===== src/rtl/sr_ctrl_pkg.sv =====
// Shared types and constants for the SR latch controller: FSM state encoding
// and the set/reset operation encoding used on the op inputs.
package sr_ctrl_pkg;

  typedef enum logic [1:0] {
    ST_IDLE  = 2'd0,
    ST_DRIVE = 2'd1,
    ST_CHECK = 2'd2,
    ST_ACK   = 2'd3
  } state_e;

  localparam logic OP_SET   = 1'b1;
  localparam logic OP_RESET = 1'b0;

endpackage


===== src/rtl/sr_rr_arb.sv =====
// Combinational round-robin arbiter: grants the first requesting index at or
// after ptr, wrapping modulo NREQ. Returns a one-hot grant and its index.
module sr_rr_arb #(
  parameter int NREQ  = 4,
  parameter int IDX_W = $clog2(NREQ)
) (
  input  logic [NREQ-1:0]  req,
  input  logic [IDX_W-1:0] ptr,
  output logic [NREQ-1:0]  gnt,
  output logic [IDX_W-1:0] gnt_idx,
  output logic             gnt_valid
);

  logic [IDX_W:0] pos;

  // Scan from the farthest offset down so the nearest requester wins last.
  always_comb begin
    gnt       = '0;
    gnt_idx   = '0;
    gnt_valid = 1'b0;
    pos       = '0;
    for (int i = NREQ - 1; i >= 0; i--) begin
      pos = {1'b0, ptr} + (IDX_W + 1)'(i);
      if (pos >= (IDX_W + 1)'(NREQ)) pos = pos - (IDX_W + 1)'(NREQ);
      if (req[pos[IDX_W-1:0]]) begin
        gnt                   = '0;
        gnt[pos[IDX_W-1:0]]   = 1'b1;
        gnt_idx               = pos[IDX_W-1:0];
        gnt_valid             = 1'b1;
      end
    end
  end

endmodule


===== src/rtl/sr_latch_ctrl.sv =====
// Arbitrated pulse controller for one external NAND SR latch. Define
// SR_LATCH_CTRL_VERIFY_EN to confirm q after each pulse (CHECK state, err).
module sr_latch_ctrl
  import sr_ctrl_pkg::*;
#(
  parameter int NREQ    = 4,
  parameter int PULSE_W = 2,
  parameter int SETTLE  = 3
) (
  input  logic            clk,
  input  logic            rst,
  input  logic [NREQ-1:0] req,
  input  logic [NREQ-1:0] op,
  input  logic            q,
  input  logic            err_clr,
  output logic            s,
  output logic            r,
  output logic [NREQ-1:0] ack,
  output logic            busy,
  output logic            err
);

  localparam int IDX_W   = $clog2(NREQ);
  localparam int CNT_MAX = (PULSE_W > SETTLE) ? PULSE_W : SETTLE;
  localparam int CNT_W   = $clog2(CNT_MAX + 1);

  state_e            state, state_nxt;
  logic [IDX_W-1:0]  ptr, ptr_nxt;
  logic [IDX_W-1:0]  gidx, gidx_nxt;
  logic [NREQ-1:0]   gnt_oh, gnt_oh_nxt;
  logic              op_reg, op_nxt;
  logic [CNT_W-1:0]  cnt, cnt_nxt;
  logic              s_nxt, r_nxt;

  logic [NREQ-1:0]   arb_gnt;
  logic [IDX_W-1:0]  arb_idx;
  logic              arb_valid;

  sr_rr_arb #(.NREQ(NREQ), .IDX_W(IDX_W)) u_arb (
    .req       (req),
    .ptr       (ptr),
    .gnt       (arb_gnt),
    .gnt_idx   (arb_idx),
    .gnt_valid (arb_valid)
  );

`ifdef SR_LATCH_CTRL_VERIFY_EN
  logic [1:0] q_ff;
  logic       q_sync;
  logic       err_set;

  // q comes straight from the latch with no clock relationship.
  always_ff @(posedge clk or posedge rst) begin
    if (rst) q_ff <= 2'b00;
    else     q_ff <= {q_ff[0], q};
  end
  assign q_sync = q_ff[1];

  // A fresh failure outranks a simultaneous clear.
  always_ff @(posedge clk or posedge rst) begin
    if (rst)          err <= 1'b0;
    else if (err_set) err <= 1'b1;
    else if (err_clr) err <= 1'b0;
  end
`else
  logic unused_inputs;
  assign unused_inputs = q ^ err_clr;
  assign err           = 1'b0;
`endif

  // NOTE: every comb output gets a default first so no path leaves it unassigned (no latches).
  always_comb begin
    state_nxt  = state;
    ptr_nxt    = ptr;
    gidx_nxt   = gidx;
    gnt_oh_nxt = gnt_oh;
    op_nxt     = op_reg;
    cnt_nxt    = cnt;
    s_nxt      = 1'b0;
    r_nxt      = 1'b0;
`ifdef SR_LATCH_CTRL_VERIFY_EN
    err_set    = 1'b0;
`endif
    case (state)
      ST_IDLE: begin
        if (arb_valid) begin
          gidx_nxt   = arb_idx;
          gnt_oh_nxt = arb_gnt;
          op_nxt     = op[arb_idx];
          s_nxt      = (op[arb_idx] == OP_SET);
          r_nxt      = (op[arb_idx] == OP_RESET);
          cnt_nxt    = '0;
          state_nxt  = ST_DRIVE;
        end
      end
      ST_DRIVE: begin
        if (cnt == CNT_W'(PULSE_W - 1)) begin
          cnt_nxt = '0;
`ifdef SR_LATCH_CTRL_VERIFY_EN
          state_nxt = ST_CHECK;
`else
          state_nxt = ST_ACK;
`endif
        end else begin
          cnt_nxt = cnt + 1'b1;
          s_nxt   = s;
          r_nxt   = r;
        end
      end
`ifdef SR_LATCH_CTRL_VERIFY_EN
      ST_CHECK: begin
        if (q_sync == op_reg) begin
          state_nxt = ST_ACK;
        end else if (cnt == CNT_W'(SETTLE - 1)) begin
          err_set   = 1'b1;
          state_nxt = ST_ACK;
        end else begin
          cnt_nxt = cnt + 1'b1;
        end
      end
`endif
      ST_ACK: begin
        ptr_nxt   = (gidx == IDX_W'(NREQ - 1)) ? '0 : gidx + 1'b1;
        state_nxt = ST_IDLE;
      end
      default: state_nxt = ST_IDLE;
    endcase
  end

  // NOTE: sequential state uses non-blocking assignments so all flops update together.
  always_ff @(posedge clk or posedge rst) begin
    if (rst) begin
      state  <= ST_IDLE;
      ptr    <= '0;
      gidx   <= '0;
      gnt_oh <= '0;
      op_reg <= OP_RESET;
      cnt    <= '0;
      s      <= 1'b0;
      r      <= 1'b0;
    end else begin
      state  <= state_nxt;
      ptr    <= ptr_nxt;
      gidx   <= gidx_nxt;
      gnt_oh <= gnt_oh_nxt;
      op_reg <= op_nxt;
      cnt    <= cnt_nxt;
      s      <= s_nxt;
      r      <= r_nxt;
    end
  end

  assign ack  = (state == ST_ACK) ? gnt_oh : '0;
  assign busy = (state != ST_IDLE);

endmodule

===== config.mk =====
export PLATFORM = sky130hd
export DESIGN_NAME = sr_latch_ctrl
export DESIGN_NICKNAME = d
export VERILOG_FILES = /design/src/rtl/sr_ctrl_pkg.sv /design/src/rtl/sr_rr_arb.sv /design/src/rtl/sr_latch_ctrl.sv
export SDC_FILE = /design/constraint.sdc
export NUM_CORES = 1
export LEC_CHECK = 0
export CAP_MARGIN = 20
export CORE_UTILIZATION = 55
export DETAILED_ROUTE_END_ITERATION = 10
export GPL_ROUTABILITY_DRIVEN = 0
export PLACE_DENSITY = 0.92
export SETUP_SLACK_MARGIN = 0.5
export SLEW_MARGIN = 20
export SYNTH_ARGS = -nofsm -noshare
export SYNTH_HDL_FRONTEND = slang
export SYNTH_HIERARCHICAL = 1
export SYNTH_SLANG_ARGS = --single-unit

===== constraint.sdc =====
create_clock -name clk -period 8.45 [get_ports clk]
set_clock_uncertainty 0.2 [all_clocks]
set_input_delay 1.69 -clock clk [delete_from_list [all_inputs] [get_ports clk]]
set_output_delay 1.69 -clock clk [all_outputs]
set_load 0.03 [all_outputs]

==> impl_metrics.tcl <==
set metrics [dict create \
    status "finished, final reports clean" \
    syn_nets 156 \
    worstPathMaxFanout 11 \
    ys_types 41 \
    multi_input_area_um2 882 \
    critPathLaunch "req[0]" \
    wl_per_cell_um 15.8 \
    power.density_mw_per_mm2 382 \
    end_kind "flip-flop" \
    path_class "in2reg" \
    dp_cells 170 \
    ff2ff_setup_slack_ns 4.82 \
    firstDrtPassIters 4 \
    synth_flop_cell "dfrtp_1" \
    worstPathCellList "clkdlybuf4s50_1, mux2_4, a21oi_1, o32ai_1, a211oi_2, mux4_2, a32o_1" \
    track_usage_pct 24.0 \
    initial_core_util_pct 59.4 \
    start_kind "input port" \
    vias 1074 \
    ir_worst_vdd_mv 0.239 \
    synth_area_mm2 0.00134 \
    wl_met1_um 1240 \
    seq_area_frac_synth_pct 26.2 \
    cpPeakStageDelay_ns 0.63 \
    maxSlewViolCount 0 \
    cts_max_level 1 \
    cts_resized 0 \
    drc 0 \
    die-width_um 51.3 \
    area_delta_synth_final_pct 11.9 \
    die_area_mm2 0.00264 \
    cp_slowest_cell "clkdlybuf4s50_1" \
    gr-total-overflow 0 \
    worstPathRequired_ns 8.43 \
    leakage_nw 0.614 \
    reg2reg_depth 8 \
    yosys.area.top_type "dfrtp_1" \
    antenna_found_initial 0 \
    synth-seq-cells 14 \
    max_cap_violations 0 \
    wl_um 2750 \
    hold_viol 0 \
    core_area_mm2 0.00225 \
    drt_iter0_drc 26 \
    vias_per_cell 6.17 \
    die_y_um 51.3 \
    tightest_slew_ns 0.773 \
    clockBufferDepth 2 \
    hold_buffers 0 \
    grt_max_degree 20 \
    hpwlAfterDp_um 2070 \
    diodes 0 \
    synth_edf_count 0 \
    fillers 193 \
    clk_pin_slew_worst_paths_ns 0.09 \
    grt_pass1_vias 1062 \
    cts_setup_buffers 0 \
    final_antenna_net_count 0 \
    r2r-start "ptr[0]$_DFFE_PP0N_" \
    fin_tns_setup_ns 0 \
    critPathCapture "s$_DFFE_PP0P_" \
    portBuffers 16 \
    fin_crit_sh_pct 48.4 \
    rows 17 \
    top_level_ports 20 \
    cts_tree "done" \
    grt_first_pass_wirelength_um 4700 \
    layout.nets 168 \
    cts_buffers 3 \
    clkSinkCount 14 \
    drive_gt1_share_pct 24.0 \
    synthCells 135 \
    setup_viol 0 \
    hold_path.class "reg2reg" \
    worst_r2r_endpoint "s$_DFFE_PP0P_" \
    cts_root_buffer "clkbuf_4" \
    grt_setup_unrepaired "false" \
    worstSkewPairLatency_ns 0.28 \
    timing.final.crit_period_ns 4.09 \
    cp.arrival_ns 4.07 \
    wl_met2_um 1330 \
    maxSlewHeadroom_pct 48.4 \
    fmax_ghz 0.244 \
    synthTopCellsByArea "dfrtp_1 26%, mux2_2 9.3%, ha_1 8.4%, a41oi_2 4.9%, nor2_1 4.2%" \
    ys_warn_count 6 \
    top_layer "met4" \
    synth.avg_cell_area_um2 9.92 \
    synthArstFlopShare_pct 100 \
    synth_top_cell_area_share_pct 26.2 \
    wl_met3_um 129 \
    seq_area_um2 350 \
    finalNonFillerCells 174 \
]
## flip-flops by register name, indices dropped and copies added (netlist names)
signal,cells
gidx,2
r,1
cnt,2
state,2
gnt_oh,4
s,1
ptr,2
## cells by family (layout without fill, tap and decap cells)
logic type | count (synthesis) | count (layout) | synth area share, %
and+or+nand+nor | 45 | 45 | 17.8
AOI/OAI and AO/OA | 27 | 27 | 18.5
muxes | 21 | 21 | 20.8
buffers and inverters | 18 | 29 | 7.94
DFF | 14 | 14 | 26.2
adders and majority gates | 9 | 9 | 8.41
other | 1 | 1 | 0.280
## worst min path at each step
stage | to | from | cells past startpoint
final | gnt_oh[1]$_DFFE_PP0P_ | gnt_oh[1]$_DFFE_PP0P_ | 1
after global routing | gnt_oh[3]$_DFFE_PP0P_ | gnt_oh[3]$_DFFE_PP0P_ | 1
after CTS | cnt[1]$_DFFE_PP0P_ | cnt[1]$_DFFE_PP0P_ | 1
after detailed placement | gnt_oh[2]$_DFFE_PP0P_ | gnt_oh[2]$_DFFE_PP0P_ | 1
after global placement | cnt[1]$_DFFE_PP0P_ | cnt[1]$_DFFE_PP0P_ | 1
after floorplan | cnt[1]$_DFFE_PP0P_ | cnt[1]$_DFFE_PP0P_ | 1
## worst max-delay path: cells and delay by family
family / cells / cell delay (ns)
buf+inv: 1 / 0.63
mux: 2 / 0.94
compound gates: 4 / 0.80
## cell usage in the layout (no fill, tap or decap), drive strengths merged, types with 4 or more instances in the layout
| cell type | synthesis | final |
|---|---|---|
| mux2i | 6 | 6 |
| nand2b | 4 | 4 |
| mux2 | 13 | 13 |
| a31oi | 4 | 4 |
| nand3 | 4 | 4 |
| a41oi | 4 | 4 |
| nor2 | 17 | 17 |
| clkbuf | 1 | 4 |
| o211ai | 4 | 4 |
| and3 | 4 | 4 |
| dfrtp | 14 | 14 |
| inv | 9 | 9 |
| nand2 | 9 | 9 |
| ha | 9 | 9 |
| clkdlybuf4s50 | 0 | 16 |
## power by group
part | internal, mW | total, mW | switching, mW
combinational | 0.174 | 0.373 | 0.199
sequential | 0.0973 | 0.150 | 0.0527
clock | 0.0262 | 0.0482 | 0.0220
total | 0.298 | 0.572 | 0.274
## area by class of cell
cell class	instances	area share (%)
inverters	9	2.26
repair buffers	16	10.7
multi-input cells	103	58.9
flip-flops and latches	14	23.4
well taps	28	2.34
clock buffers	4	2.42
## Yosys cell counts (all sizes together), types with 4 or more instances
| master | count |
|---|---|
| nor2 | 17 |
| dfrtp | 14 |
| mux2 | 13 |
| ha | 9 |
| inv | 9 |
| nand2 | 9 |
| buf | 8 |
| mux2i | 6 |
| a31oi | 4 |
| a41oi | 4 |
| and3 | 4 |
| nand2b | 4 |
| nand3 | 4 |
| o211ai | 4 |
## metrics by stage
step | util (%) | cell area [um^2] | worst slack, ns | power, mW | hold WS (ns)
after floorplan | - | 1340 | 4.83 | 0.443 | 0.272
after global placement | 64.8 | 1460 | 4.12 | 0.496 | 0.287
after detailed placement | 64.8 | 1460 | 4.05 | 0.519 | 0.298
after CTS | 66.4 | 1500 | 4.35 | 0.567 | 0.319
after global routing | 66.4 | 1500 | 4.21 | 0.617 | 0.336
final | 66.4 | 1500 | 4.36 | 0.572 | 0.314
## layer usage
| metal | up-vias | global-route usage [%] |
|---|---|---|
| met1 | 521 | 32.3 |
| met4 | 0 | 8.11 |
| met2 | 36 | 38.6 |
| met3 | 6 | 4.46 |
| met5 | - | 0 |
| li1 | 511 | - |
Note: power is estimated with default switching activity, not from simulation.
